==> src/rtl/dcache_miss_controller.sv <==
// dcache_miss_controller: sequences CPU loads/stores through a write-back, one-word-block cache and main memory
module dcache_miss_controller #(
   parameter int STAT_W = 16
) (
   input  logic              clk,
   input  logic              rst_b,
   input  logic              cpu_req,
   input  logic              cpu_we,
   input  logic              cpu_is_byte,
   input  logic [31:0]       cpu_addr,
   input  logic [31:0]       cpu_wdata,
   output logic              cpu_busy,
   output logic              cpu_ready,
   output logic [31:0]       cpu_rdata,
   output logic [31:0]       cache_addr,
   output logic              cache_we,
   output logic              cache_is_byte,
   output logic [31:0]       cache_wdata,
   input  logic [31:0]       cache_rdata,
   input  logic              cache_hit,
   input  logic              cache_dirty,
   input  logic [31:0]       cache_miss_addr,
   output logic              mem_req,
   output logic              mem_we,
   output logic [31:0]       mem_addr,
   output logic [31:0]       mem_wdata,
   input  logic [31:0]       mem_rdata,
   input  logic              mem_ack,
   output logic [STAT_W-1:0] hit_cnt,
   output logic [STAT_W-1:0] miss_cnt,
   output logic [STAT_W-1:0] wb_cnt
);
   typedef enum logic [2:0] {IDLE, COMPARE, WRITEBACK, FETCH, FILL, DONE} state_t;
   localparam logic [STAT_W-1:0] SAT = '1;
   state_t      state;
   logic        we_q;
   logic        byte_q;
   logic        refill;
   logic [31:0] addr_q;
   logic [31:0] wdata_q;
   logic [31:0] fill_q;
   // Cache strobes depend on the same-cycle hit, so they are decoded from state; victim data comes straight from the cache
   assign cache_addr    = addr_q;
   assign cache_we      = (state == COMPARE && cache_hit && we_q) || state == FILL;
   assign cache_is_byte = state == COMPARE && byte_q;
   assign cache_wdata   = state == FILL ? fill_q : wdata_q;
   assign mem_wdata     = cache_rdata;
   // Request sequencing, registered handshake outputs and saturating statistics
   always_ff @(posedge clk or negedge rst_b) begin
      if (!rst_b) begin
         state     <= IDLE;
         we_q      <= 1'b0;
         byte_q    <= 1'b0;
         refill    <= 1'b0;
         addr_q    <= '0;
         wdata_q   <= '0;
         fill_q    <= '0;
         cpu_busy  <= 1'b0;
         cpu_ready <= 1'b0;
         cpu_rdata <= '0;
         mem_req   <= 1'b0;
         mem_we    <= 1'b0;
         mem_addr  <= '0;
         hit_cnt   <= '0;
         miss_cnt  <= '0;
         wb_cnt    <= '0;
      end else begin
         case (state)
            IDLE: if (cpu_req) begin
               we_q     <= cpu_we;
               byte_q   <= cpu_is_byte;
               addr_q   <= cpu_addr;
               wdata_q  <= cpu_wdata;
               refill   <= 1'b0;
               cpu_busy <= 1'b1;
               state    <= COMPARE;
            end
            COMPARE: if (cache_hit) begin
               if (!we_q) cpu_rdata <= cache_rdata;
               if (!refill) hit_cnt <= hit_cnt + STAT_W'(hit_cnt != SAT);
               cpu_ready <= 1'b1;
               state     <= DONE;
            end else begin
               miss_cnt <= miss_cnt + STAT_W'(miss_cnt != SAT);
               mem_req  <= 1'b1;
               mem_we   <= cache_dirty;
               mem_addr <= cache_dirty ? cache_miss_addr : {addr_q[31:2], 2'b00};
               state    <= cache_dirty ? WRITEBACK : FETCH;
            end
            WRITEBACK: if (mem_ack) begin
               wb_cnt   <= wb_cnt + STAT_W'(wb_cnt != SAT);
               mem_we   <= 1'b0;
               mem_addr <= {addr_q[31:2], 2'b00};
               state    <= FETCH;
            end
            FETCH: if (mem_ack) begin
               fill_q  <= mem_rdata;
               mem_req <= 1'b0;
               state   <= FILL;
            end
            FILL: begin
               refill <= 1'b1;
               state  <= COMPARE;
            end
            DONE: begin
               cpu_ready <= 1'b0;
               cpu_busy  <= 1'b0;
               state     <= IDLE;
            end
            default: state <= IDLE;
         endcase
      end
   end
endmodule

==> config.mk <==
export PLATFORM = sky130hd
export DESIGN_NAME = dcache_miss_controller
export DESIGN_NICKNAME = d
export VERILOG_FILES = /design/src/rtl/dcache_miss_controller.sv
export SDC_FILE = /design/constraint.sdc
export NUM_CORES = 1
export LEC_CHECK = 0
export CAP_MARGIN = 20
export CORE_MARGIN = 1
export CORE_UTILIZATION = 30
export CTS_BUF_LIST = sky130_fd_sc_hd__clkbuf_8 sky130_fd_sc_hd__clkbuf_16
export DETAILED_ROUTE_END_ITERATION = 10
export MAX_ROUTING_LAYER = met4
export SKIP_CTS_REPAIR_TIMING = 1
export SLEW_MARGIN = 40
export SYNTH_ARGS = -nofsm -noshare
export SYNTH_HDL_FRONTEND = slang
export SYNTH_SLANG_ARGS = --single-unit
==> constraint.sdc <==
create_clock -name clk -period 4.8 [get_ports clk]
set_input_delay 0.48 -clock clk [delete_from_list [all_inputs] [get_ports clk]]
set_output_delay 0.48 -clock clk [all_outputs]
set_load 0.03 [all_outputs]
==> results.txt <==
* Layout overhead on the synthesized area: 50.21%
* Worst hold slack across all endpoints: 488.5 ps
- Global-route wire length before repair: 40.65 mm
* Mean number of vias per cell: 4.599
* Final setup fails: 0
- Adding up every negative setup slack in the final design gives 0 ps.
- Summing over every cut layer, the via total after detailed routing is 6963.
- Slew at the pin closest to its max-slew limit: 725.1 ps
* Yosys warning total: 0
- The post-route netlist has 20.45% of its cells at a drive strength greater than 1.
- Once detail routing completed, the nets flagged for antenna violations numbered 0.
- Largest stage delay, worst path: 620 ps
* Worst setup margin: 1406 ps
- Post-route minimum period: 3394 ps
* Register share of total power: 32.8%
* Clock-pin slew reported for the worst setup and hold paths after clock tree synthesis: 60 ps
* Hold violation total from the final report: 0
- Non-filler cells in the finished layout: 1514
- The worst hold path belongs to the class register to register.
- Clock Sink Count: 218
- The final layout contains 1267 nets.
* Mean Syn Cell Area: 13.14 sq um
- Fin. max-slew vios: 0
- Deepest clock path buffer count: 3
* H-Tree Depth: 1
- Detailed Route WL: 26.30 mm
- Peak clock frequency supported by timing: 0.2947 GHz
- Summed over all layers, the global routing overflow is 0.
- Unrepaired setup endpoints after global routing: no
- The internal portion of the total power is 0.005946 W.
- Initial core utilization: 30.54%
- Max-cap violations in this run came to 0.
- Core area: 0.03164 sq mm
- The number of antenna violations at the first check in global routing was 2.
- Summing all non-filler instances in the final layout gives an area of 0.01451 sq mm.
- The analysis attributes to net switching a power of 0.003750 W.
* Endpoint class of the critical path: primary output
* Setup CP Type: register to primary output
- Kind of start point of the critical path: register
- Once detailed placement completed, the half-perimeter wirelength came to 19.44 mm.
- Counting instances, the worst hold path has a depth of 1.
* Number of synthesized register bits: 218
- Via count of the first global-routing pass: 7082
- Number of DRC markers after the initial detailed-route iteration: 220
- TritonCTS clock tree: done
- The pre-antenna-repair detailed-routing pass consisted of 4 iterations.
* Required time of the worst setup path: 4320 ps
* Total number of placement rows: 65
* Largest net degree at the start of global routing: 90
- Traced cell by cell, the critical path runs through inv_1 > nor3_4 > buf_4 > mux2_2 > clkdlybuf4s50_1.
- Clock skew on the completed layout was measured at 14.24 ps.
- The die is 181.5 microns wide.
- The die covers 0.03292 sq mm.
- For this run, design rule violations remaining after detail routing come to 0.
- Summed over all cells, the static leakage comes to 6.056 nW.
- The congestion estimate from routability-driven global placement came to 0.7723.
- The worst-case IR drop observed on VDD is 0.3654 mV.
- Remaining max-slew budget at the tightest pin: 51.66%
- Number of unique standard cell types used by synthesis: 40
* Insertion delay to the later sink of the worst-skew pair: 520 ps
- Global routing used 16.25% of the available tracks.
* Switching Share: 38.67%
- In this run the worst path has a maximum fanout of 33.
- Gate Count Post-Synth: 735
- When the netlist entered floorplanning its net count stood at 911.
- FF-to-FF setup slack: 2370 ps
- Data arrives at the worst endpoint at 2910 ps.
- Number of clock buffers inserted by TritonCTS: 26
- Die boundary height: 181.5 microns
* WL/cell: 17.37 microns
- Sequential area share after synthesis: 56.47%
* Placed Area: 0.01368 sq mm
- Crit share post-route: 70.70%
- The slowest stage of the critical path is the sky130_fd_sc_hd__dfrtp_1 cell.
- For this design the top-level I/O count stands at 382.
- In this run, placement finished with an instance count of 1464.
- Post-synthesis cell area: 0.009661 sq mm
- In this run the power density over the cells is 668.1 mW/mm^2.
- At the placement stage, the worst setup path has a slack of 1907 ps.
- The worst register-to-register path has a depth of 6.
- Clock network power share: 19.2%
- Per report_power, the combinational group accounts for 48.0% of the total.
* Outcome: completed
* Port Buffer Count: 381
- CTS placed an instance of sky130_fd_sc_hd__clkbuf_16 at the clock tree root.
stage by stage:
step	utilization [%]	total power [W]
after detailed placement	43.24	0.007915
after global placement	43.15	0.007835
final	45.87	0.009695
after floorplan	-	0.005969
after global routing	45.87	0.01024
after CTS	45.81	0.009855
Yosys cell counts (all sizes together):
master | count | area share [%]
dfrtp | 218 | 56
mux2 | 167 | 19
buf | 66 | 4.5
nor2 | 47 | 1.9
a21oi | 35 | 1.9
mux2i | 31 | 3.2
xnor2 | 30 | 2.7
nand2 | 23 | 0.89
nand3 | 18 | 0.93
nand4 | 16 | 1.2
nor3 | 13 | 0.93
xor2 | 13 | 1.2
and3 | 10 | 0.65
inv | 9 | 0.35
ha | 8 | 1.0
o21ai | 6 | 0.31
nand2b | 5 | 0.32
and4 | 3 | 0.27
nand4bb | 2 | 0.40
nor2b | 2 | 0.13
nor4b | 2 | 0.34
o21bai | 2 | 0.16
a211o | 1 | 0.091
and2 | 1 | 0.065
nand3b | 1 | 0.078
nor3b | 1 | 0.078
nor4 | 1 | 0.22
o21a | 1 | 0.078
o31ai | 1 | 0.078
or2 | 1 | 0.065
or3b | 1 | 0.091
power groups by stage:
stage                     sequential, W  combinational, W  clock [W]
after floorplan                 0.00397           0.00200          0
after global placement          0.00322           0.00462          0
after detailed placement        0.00321           0.00470          0
after CTS                       0.00319           0.00472    0.00194
after global routing            0.00330           0.00493    0.00202
final                           0.00318           0.00465    0.00186
kinds of logic (layout without fill, tap and decap cells):
| group | count (synthesis) | in the layout | share of synthesized area (%) |
|---|---|---|---|
| flops | 218 | 218 | 56.47 |
| buf+inv | 75 | 450 | 4.844 |
| fa+ha+maj | 8 | 8 | 1.036 |
| other cells | 0 | 2 | 0 |
| compound gates | 46 | 46 | 2.564 |
| mux | 198 | 198 | 22.68 |
| xor+xnor | 43 | 43 | 3.898 |
| simple gates | 147 | 147 | 8.510 |
registers in the layout, indices dropped and copies added (netlist names), 3 cells and up:
signal      count
cache_addr     32
wb_cnt         16
miss_cnt       16
mem_addr       32
state           3
cpu_rdata      32
fill_q         32
hit_cnt        16
wdata_q        32
final cells by class:
cell class	instances	area (sq um)
inverter	9	33.78
multi-input combinational	442	3757
timing repair buffer	394	3943
antenna	2	5.005
clock buffer	30	716.9
sequential	218	5455
tap	402	503.0
clock inverter	17	97.59
fill	2952	17130
critical path: cells and delay by family, from the launching register on:
family                 cells  cell delay [ps]
DFF                        1              620
buffers and inverters      3             1200
muxes                      1              390
and+or+nand+nor            1              140
final timing paths:
kind,start,end
max,state[2]$_DFFE_PN0P_,cache_wdata[21]
min,cpu_rdata[31]$_DFFE_PN0P_,cpu_rdata[31]$_DFFE_PN0P_
max reg2reg,state[0]$_DFFE_PN0P_,mem_addr[29]$_DFFE_PN0P_
min reg2reg,cpu_rdata[31]$_DFFE_PN0P_,cpu_rdata[31]$_DFFE_PN0P_
max in group asynchronous,rst_b,mem_addr[4]$_DFFE_PN0P_
min in group asynchronous,rst_b,miss_cnt[13]$_DFFE_PN0N_
layer usage:
layer | routed length (microns) | GRT usage, %
met5 | 0 | -
met4 | 595 | 4.169
met3 | 2134 | 5.054
met2 | 13050 | 27.37
met1 | 10520 | 18.72
cells in the final DEF, fill, tap and decap left out, drive strengths merged, types with 3 or more instances in the layout:
master           n
o21ai            6
dfrtp          218
and3            10
xor2            13
and4             3
nand4           16
clkdlybuf4s50  380
a21oi           35
nand3           18
inv             22
ha               8
nor2            47
mux2i           31
nor3            13
clkinv           3
nand2           23
mux2           167
xnor2           30
nand2b           5
clkbuf          30
buf             13
Note: power is estimated with default switching activity, not from simulation.
